**config.mk**
```make
export PLATFORM = sky130hd
export DESIGN_NAME = mips_control_fsm
export DESIGN_NICKNAME = d
export VERILOG_FILES = /design/src/rtl/mips_ctrl_pkg.sv /design/src/rtl/mips_ctrl_decode.sv /design/src/rtl/mips_control_fsm.sv
export SDC_FILE = /design/constraint.sdc
export NUM_CORES = 1
export LEC_CHECK = 0
export CORE_ASPECT_RATIO = 1.2
export CORE_MARGIN = 2
export CORE_UTILIZATION = 35
export CTS_CLUSTER_DIAMETER = 40
export DETAILED_ROUTE_END_ITERATION = 12
export PLACE_DENSITY = 0.82
export SLEW_MARGIN = 10
export SYNTH_ARGS = -nofsm -noshare
export SYNTH_HDL_FRONTEND = slang
export SYNTH_HIERARCHICAL = 1
export SYNTH_SLANG_ARGS = --single-unit
```
**constraint.sdc**
```tcl
create_clock -name CLK -period 1.6 [get_ports CLK]
set_input_delay 0.4 -clock CLK [delete_from_list [all_inputs] [get_ports CLK]]
set_output_delay 0.4 -clock CLK [all_outputs]
set_load 0.1 [all_outputs]
```
**src/rtl/mips_ctrl_pkg.sv**
```systemverilog
// Shared types and encodings for the multi-cycle MIPS main control unit.
package mips_ctrl_pkg;

    typedef enum logic [3:0] {
        FETCH     = 4'd0,
        DECODE    = 4'd1,
        MEM_ADDR  = 4'd2,
        MEM_READ  = 4'd3,
        MEM_WB    = 4'd4,
        MEM_WRITE = 4'd5,
        R_EXEC    = 4'd6,
        R_WB      = 4'd7,
        BRANCH    = 4'd8,
        JUMP      = 4'd9
    } state_t;

    localparam logic [5:0] OP_RTYPE = 6'b000000;
    localparam logic [5:0] OP_LW    = 6'b100011;
    localparam logic [5:0] OP_SW    = 6'b101011;
    localparam logic [5:0] OP_BEQ   = 6'b000100;
    localparam logic [5:0] OP_J     = 6'b000010;

    localparam logic [1:0] ALUOP_ADD   = 2'b00;
    localparam logic [1:0] ALUOP_SUB   = 2'b01;
    localparam logic [1:0] ALUOP_FUNCT = 2'b10;

    localparam logic [1:0] SRCB_RT      = 2'b00;
    localparam logic [1:0] SRCB_FOUR    = 2'b01;
    localparam logic [1:0] SRCB_IMM     = 2'b10;
    localparam logic [1:0] SRCB_IMM_SH2 = 2'b11;

    localparam logic [1:0] PCSRC_ALU    = 2'b00;
    localparam logic [1:0] PCSRC_ALUOUT = 2'b01;
    localparam logic [1:0] PCSRC_JUMP   = 2'b10;

    typedef struct packed {
        logic       pc_write;
        logic [1:0] pc_source;
        logic       i_or_d;
        logic       mem_read;
        logic       mem_write;
        logic       ir_write;
        logic       mem_to_reg;
        logic       reg_dst;
        logic       reg_write;
        logic       alu_src_a;
        logic [1:0] alu_src_b;
        logic [1:0] alu_op;
    } ctrl_t;

endpackage

```
**src/rtl/mips_ctrl_decode.sv**
```systemverilog
// Combinational control decode: state plus MemReady/Zero to datapath controls.
module mips_ctrl_decode
    import mips_ctrl_pkg::*;
(
    input  state_t State,
    input  logic   Reset,
    input  logic   MemReady,
    input  logic   Zero,
    output ctrl_t  ctrl
);

    state_t dec_state;

    // While in reset the datapath sees FETCH settings so the PC mux and ALU are quiet.
    assign dec_state = Reset ? FETCH : State;

    always_comb begin
        // NOTE: every field gets a default first so no path through the case infers a latch.
        ctrl = '0;
        case (dec_state)
            FETCH: begin
                ctrl.mem_read  = 1'b1;
                ctrl.alu_src_b = SRCB_FOUR;
                ctrl.alu_op    = ALUOP_ADD;
                ctrl.pc_source = PCSRC_ALU;
                ctrl.ir_write  = MemReady;
                ctrl.pc_write  = MemReady;
            end
            DECODE: begin
                ctrl.alu_src_b = SRCB_IMM_SH2;
                ctrl.alu_op    = ALUOP_ADD;
            end
            MEM_ADDR: begin
                ctrl.alu_src_a = 1'b1;
                ctrl.alu_src_b = SRCB_IMM;
                ctrl.alu_op    = ALUOP_ADD;
            end
            MEM_READ: begin
                ctrl.mem_read = 1'b1;
                ctrl.i_or_d   = 1'b1;
            end
            MEM_WB: begin
                ctrl.reg_write  = 1'b1;
                ctrl.mem_to_reg = 1'b1;
            end
            MEM_WRITE: begin
                ctrl.mem_write = 1'b1;
                ctrl.i_or_d    = 1'b1;
            end
            R_EXEC: begin
                ctrl.alu_src_a = 1'b1;
                ctrl.alu_src_b = SRCB_RT;
                ctrl.alu_op    = ALUOP_FUNCT;
            end
            R_WB: begin
                ctrl.reg_write = 1'b1;
                ctrl.reg_dst   = 1'b1;
            end
            BRANCH: begin
                ctrl.alu_src_a = 1'b1;
                ctrl.alu_src_b = SRCB_RT;
                ctrl.alu_op    = ALUOP_SUB;
                ctrl.pc_source = PCSRC_ALUOUT;
                ctrl.pc_write  = Zero;
            end
            JUMP: begin
                ctrl.pc_source = PCSRC_JUMP;
                ctrl.pc_write  = 1'b1;
            end
            default: ctrl = '0;
        endcase

        if (Reset) begin
            ctrl.pc_write  = 1'b0;
            ctrl.ir_write  = 1'b0;
            ctrl.mem_read  = 1'b0;
            ctrl.mem_write = 1'b0;
            ctrl.reg_write = 1'b0;
        end
    end

endmodule

```
**src/rtl/mips_control_fsm.sv**
```systemverilog
// Multi-cycle MIPS main control: state register, next-state logic, sticky IllegalOp.
module mips_control_fsm
    import mips_ctrl_pkg::*;
(
    input  logic       CLK,
    input  logic       Reset,
    input  logic [5:0] Op,
    input  logic       Zero,
    input  logic       MemReady,
    output logic       PCWrite,
    output logic [1:0] PCSource,
    output logic       IorD,
    output logic       MemRead,
    output logic       MemWrite,
    output logic       IRWrite,
    output logic       MemtoReg,
    output logic       RegDst,
    output logic       RegWrite,
    output logic       ALUSrcA,
    output logic [1:0] ALUSrcB,
    output logic [1:0] ALUOp,
    output logic [3:0] State,
    output logic       IllegalOp
);

    state_t state;
    state_t next_state;
    logic   set_illegal;
    ctrl_t  ctrl;

    always_comb begin
        next_state  = FETCH;
        set_illegal = 1'b0;
        case (state)
            FETCH:     next_state = MemReady ? DECODE : FETCH;
            DECODE: begin
                case (Op)
                    OP_LW, OP_SW: next_state = MEM_ADDR;
                    OP_RTYPE:     next_state = R_EXEC;
                    OP_BEQ:       next_state = BRANCH;
                    OP_J:         next_state = JUMP;
                    default:      set_illegal = 1'b1;
                endcase
            end
            MEM_ADDR: begin
                if (Op == OP_LW)      next_state = MEM_READ;
                else if (Op == OP_SW) next_state = MEM_WRITE;
            end
            MEM_READ:  next_state = MemReady ? MEM_WB : MEM_READ;
            MEM_WRITE: next_state = MemReady ? FETCH : MEM_WRITE;
            R_EXEC:    next_state = R_WB;
            default:   next_state = FETCH;
        endcase
    end

    // NOTE: state registers use non-blocking assignments so every flop samples pre-edge values.
    always_ff @(posedge CLK) begin
        if (Reset) begin
            state     <= FETCH;
            IllegalOp <= 1'b0;
        end else begin
            state <= next_state;
            if (set_illegal) IllegalOp <= 1'b1;
        end
    end

    mips_ctrl_decode u_decode (
        .State    (state),
        .Reset    (Reset),
        .MemReady (MemReady),
        .Zero     (Zero),
        .ctrl     (ctrl)
    );

    assign State    = state;
    assign PCWrite  = ctrl.pc_write;
    assign PCSource = ctrl.pc_source;
    assign IorD     = ctrl.i_or_d;
    assign MemRead  = ctrl.mem_read;
    assign MemWrite = ctrl.mem_write;
    assign IRWrite  = ctrl.ir_write;
    assign MemtoReg = ctrl.mem_to_reg;
    assign RegDst   = ctrl.reg_dst;
    assign RegWrite = ctrl.reg_write;
    assign ALUSrcA  = ctrl.alu_src_a;
    assign ALUSrcB  = ctrl.alu_src_b;
    assign ALUOp    = ctrl.alu_op;

endmodule

```
==> results.md, run 1 <==
- Vertical die dimension: between 40 and 50 um
- Effective utilization at floorplan: roughly 36%
- Clock Sinks: 5
- Port-buffer cells: 29
- Number of enable flip-flop cells after synthesis: 0
- Synth async-reset ratio: 0%
- Synth cell types: 37
- DP HPWL: approximately 2000 um
- Setup fix buffers added after clock tree synthesis: 5
- Flip-flop and latch count after synthesis: 5
- Status: did not finish
- CTS max path bufs: 2
- Number of top-level pins: 30
- Main flop type after synthesis: sky130_fd_sc_hd__dfxtp_1
- Die span in x: 41.3 um
- Number of hold buffers added after cts: 0
- Routability Congestion: 0.777
- Number of CTS-inserted buffers: 3
- Core Rows: 16
- Number of gates resized after cts: 33
- Number of synthesis warnings: 6
- Cell area after synthesis: just under 600 um^2
- Failing step: 4_1_cts
- Clk Tree Root Cell: sky130_fd_sc_hd__clkbuf_4
- Post-Syn Nets: 86
- Number of levels in the clock H-tree: 1
- Error Message: [ERROR DPL-0033] detailed placement checks failed during check placement.
- Placed Area: roughly 1400 um^2
- Mean area per synthesized cell: 7.69 um^2
- Sequential area share after synthesis: 17.1%
- Post-Synthesis Cells: 76
-- cell families after synthesis --
kind of cell	Yosys count	synth area share (%)
simple gates	44	52.5
compound gates	19	21.6
flops	5	17.1
buf+inv	5	4.28
xor+xnor	3	4.50
-- cells in the mapped netlist, types with 2 or more instances --
cell type,n,share of area (%)
sky130_fd_sc_hd__nor3b_2,2,4.3
sky130_fd_sc_hd__o21ai_0,4,3.4
sky130_fd_sc_hd__xor2_1,2,3.0
sky130_fd_sc_hd__or3b_1,4,6.0
sky130_fd_sc_hd__and3_1,4,4.3
sky130_fd_sc_hd__nand2b_1,3,3.2
sky130_fd_sc_hd__buf_2,2,1.7
sky130_fd_sc_hd__dfxtp_1,5,17
sky130_fd_sc_hd__and3b_2,2,3.4
sky130_fd_sc_hd__clkbuf_1,2,1.3
sky130_fd_sc_hd__nor4_1,2,2.1
sky130_fd_sc_hd__or3_1,3,3.2
sky130_fd_sc_hd__a21oi_1,6,5.1
sky130_fd_sc_hd__nor2_1,7,4.5
sky130_fd_sc_hd__and4b_1,2,3.4
sky130_fd_sc_hd__nor3_1,5,4.3
-- metrics by stage --
stage / worst slack, ns / setup TNS [ns] / utilization [%] / hold WS, ns / std cells
3_5_place_dp: -0.647 / -8.08 / 85.9 / 0.553 / 142
3_3_place_gp: -0.621 / -6.68 / 85.9 / 0.556 / 142
2_1_floorplan: -0.858 / -6.61 / - / 0.469 / 76
==> run 2: changes to the inputs <==
--- a/config.mk
+++ b/config.mk
@@ -5,12 +5,10 @@
 export SDC_FILE = /design/constraint.sdc
 export NUM_CORES = 1
 export LEC_CHECK = 0
-export CORE_ASPECT_RATIO = 1.2
-export CORE_MARGIN = 2
-export CORE_UTILIZATION = 35
-export CTS_CLUSTER_DIAMETER = 40
+export CORE_AREA = 2 2 63 65
 export DETAILED_ROUTE_END_ITERATION = 12
-export PLACE_DENSITY = 0.82
+export DIE_AREA = 0 0 65 67
+export PLACE_DENSITY_LB_ADDON = 0.15
 export SLEW_MARGIN = 10
 export SYNTH_ARGS = -nofsm -noshare
 export SYNTH_HDL_FRONTEND = slang
==> constraint.sdc (replaced) <==
create_clock -name CLK -period 2.08 [get_ports CLK]
set_input_delay 0.52 -clock CLK [delete_from_list [all_inputs] [get_ports CLK]]
set_output_delay 0.52 -clock CLK [all_outputs]
set_load 0.1 [all_outputs]
==> run 2 against run 1 <==
Effect of this change: the flow now finishes without violations; synthesized area unchanged; synthesized cell count did not move.
==> results.md, run 2 <==
- RSZ-0062 raised after global routing: true
- CTS tree: done
- Final-stage net count: between 100 and 150
- Data required time at the worst endpoint: about 1.6 ns
- Number of hold buffers added after cts: 0
- Die area: approximately 4400 um^2
- Dominant cells by area after synthesis: sky130_fd_sc_hd__dfxtp_1 (17%), sky130_fd_sc_hd__or3b_1 (6.0%), sky130_fd_sc_hd__a21oi_1 (5.1%)
- Status: finished, final reports clean
- Summed negative setup slack over all endpoints: 0 ns
- Multiplexer area fraction after synthesis: 0%
- Simple logic cell fraction of the synthesized area: around 52%
- Number of levels in the clock H-tree: 1
- Synth cell types: 37
- Critical path class: flip-flop to output port
- Data arrival time of the worst path: 1.54 ns
- Mean area per synthesized cell: around 7.7 um^2
- Worst Path Max Fanout: 7
- Number of hold violations in the final report: 0
- Main flop type after synthesis: sky130_fd_sc_hd__dfxtp_1
- Core Rows: 22
- Power consumption: around 460 uW
- Cell Pwr Density: ~330 nW/um^2
- Max Clock Skew: roughly 0.0022 ns
- Clock network latency to the later pin of the worst-skew pair: about 0.22 ns
- Flip-flop and latch count after synthesis: 5
- DP HPWL: about 1500 um
- Post-synth top area cell: sky130_fd_sc_hd__dfxtp_1
- Leading cell types in the layout, fill and taps excluded: sky130_fd_sc_hd__buf_12 (19), sky130_fd_sc_hd__buf_4 (16), sky130_fd_sc_hd__a21oi_1 (6), sky130_fd_sc_hd__clkdlybuf4s50_1 (6), sky130_fd_sc_hd__nor2_1 (5)
- Endpoint type of the worst setup path: output port
- Fin crit period: between 2 and 2.5 ns
- Synth async-reset ratio: 0%
- Min-delay worst type: flip-flop to flip-flop
- Number of top-level pins: 30
- Core area: between 3000 and 4000 um^2
- Post-Synthesis Cells: 76
- Post-Syn Nets: between 80 and 90
- Largest register FFs: 4
- Compound-gate portion of the synthesized area: 21.6%
- Sequential area share after synthesis: between 15 and 20%
- Drt first pass iters: 4
- Ratio of cells with drive above 1 in the final layout: between 50% and 60%
- Number of diodes: 0
- Post-Synth Adder-Cell Area: 0%
- Cell types with the highest counts after synthesis: sky130_fd_sc_hd__nor2_1 (7), sky130_fd_sc_hd__a21oi_1 (6), sky130_fd_sc_hd__dfxtp_1 (5), sky130_fd_sc_hd__nor3_1 (5)
- Final Slew Violations: 0
- Overflow left after global routing: 0
- Worst rel slew slack: 79.2%
- Worst IR Drop VDD: 0.000236 V
- Vertical die dimension: 67 um
- Clock-pin slew reported for the worst setup and hold paths after clock tree synthesis: roughly 0.040 ns
- CTS max path bufs: 2
- Main combinational cell family by area after synthesis: simple AND/OR/NAND/NOR gates
- Achievable Freq: 485 MHz
- Instance count after placement with tap cells included: ~160
- Count of filler cells inserted in the layout: ~380
- Final cycle utilization of the critical path: between 90% and 100%
- Initial detailed-routing violation count: 6
- Area share of xor/xnor cells in the synthesized design: 4.50%
- Number of enable flip-flop cells after synthesis: 0
- Initial antenna violation count: 0
- Count of placed standard cells in the final layout, fillers left out: roughly 170
- Number of synthesis warnings: 6
- Total of max-cap violations: 0
- First-pass GRT wire length: 3260 um
- Via count of the first global-routing pass: between 700 and 800
- Cell area after synthesis: a little under 600 um^2
- Growth of design area from synthesis to finish: 135%
- Most frequently used cell type in the post-synthesis netlist: sky130_fd_sc_hd__nor2_1
- Setup violation total in the final timing report: 0
- Average wire per standard cell: ~12 um
- Clk Tree Root Cell: sky130_fd_sc_hd__clkbuf_8
- Startpoint class of the critical path: flip-flop
- Antenna-violating nets left: 0
- Drc violations: 0
- Number of CTS-inserted buffers: 3
- Port-buffer cells: 29
- Utilization of the core after routing: a little under two fifths
- Actual transition at the worst max-transition pin: about 0.31 ns
- Effective utilization at floorplan: between 15 and 20%
- Routability Congestion: about 0.81
- Global Route Usage Sum: under 10%
- Clock Sinks: 5
- Die span in x: roughly 65 um
- Vias per Instance: approximately 4.4
- Total wire length: about 2000 um
- Detailed-route via count: between 700 and 800
- Most common cell after layout, fill and taps aside: sky130_fd_sc_hd__buf_12
- Maximum number of pins on one net before global-route repair: 14
- Leakage Power: 0.000517 uW
- Top cell type's share of synthesized area: roughly 17%
## run 2: cell counts after synthesis
Identical to the previous run, type by type.
## run 2: area by class of cell
class                      count  area [um^2]  share of cell area (%)
tap                           48         60.1                    4.37
sequential                     5          115                    8.37
clock buffer                   4         45.0                    3.28
timing repair buffer          44          592                    43.0
multi-input combinational     66          563                    40.9
## run 2: critical path, stage by stage, from the launching register on
cell	delay [ns]
sky130_fd_sc_hd__dfxtp_4	0.36
sky130_fd_sc_hd__or3b_4	0.39
sky130_fd_sc_hd__a2111oi_4	0.35
sky130_fd_sc_hd__buf_12	0.22
## run 2: cell families (layout without fill, tap and decap cells)
family / Yosys count / in the layout
buffers and inverters: 5 / 48
AND/OR/NAND/NOR: 44 / 44
AO/OA/AOI/OAI: 19 / 19
flip-flops: 5 / 5
XOR/XNOR: 3 / 3
## run 2: path summary, 6_finish.rpt
kind | cells after the start | from | slack, ns | to
min | 2 | IllegalOp | 0.53 | IllegalOp
min reg2reg | 2 | IllegalOp | 0.53 | IllegalOp
max | 3 | State[3] | 0.02 | PCWrite
max reg2reg | 6 | State[0] | 0.18 | State[3]
## run 2: power by group
| part | total [uW] | switching, uW | internal (uW) |
|---|---|---|---|
| sequential | 98.2 | 2.63 | 95.5 |
| combinational | 181 | 108 | 73.2 |
| clock | 178 | 46.6 | 131 |
## run 2: through the flow
step                      area (um^2)  setup slack, ns  hold WS [ns]
after floorplan                   714           -0.498         0.589
after global placement           1260           -0.411         0.523
after detailed placement         1260           -0.397         0.517
after CTS                        1330          -0.0456         0.532
after global routing             1380          -0.0302         0.572
final                            1380           0.0186         0.529
## run 2: routing by layer
| metal | wire [um] | track usage, % |
|---|---|---|
| met5 | 0 | 0 |
| met4 | 0 | 2.93 |
| met3 | 166 | 2.87 |
| met2 | 952 | 17.3 |
| met1 | 887 | 11.0 |
## run 2: repair_timing
item | in CTS | in global routing
cloned | 0 | 0
setup endpoints to repair | 14 | 7
resized for setup | 10 | 4
pin swaps | 4 | 4
buffers inserted | 4 | 3
(Power assumes the default switching activity.)
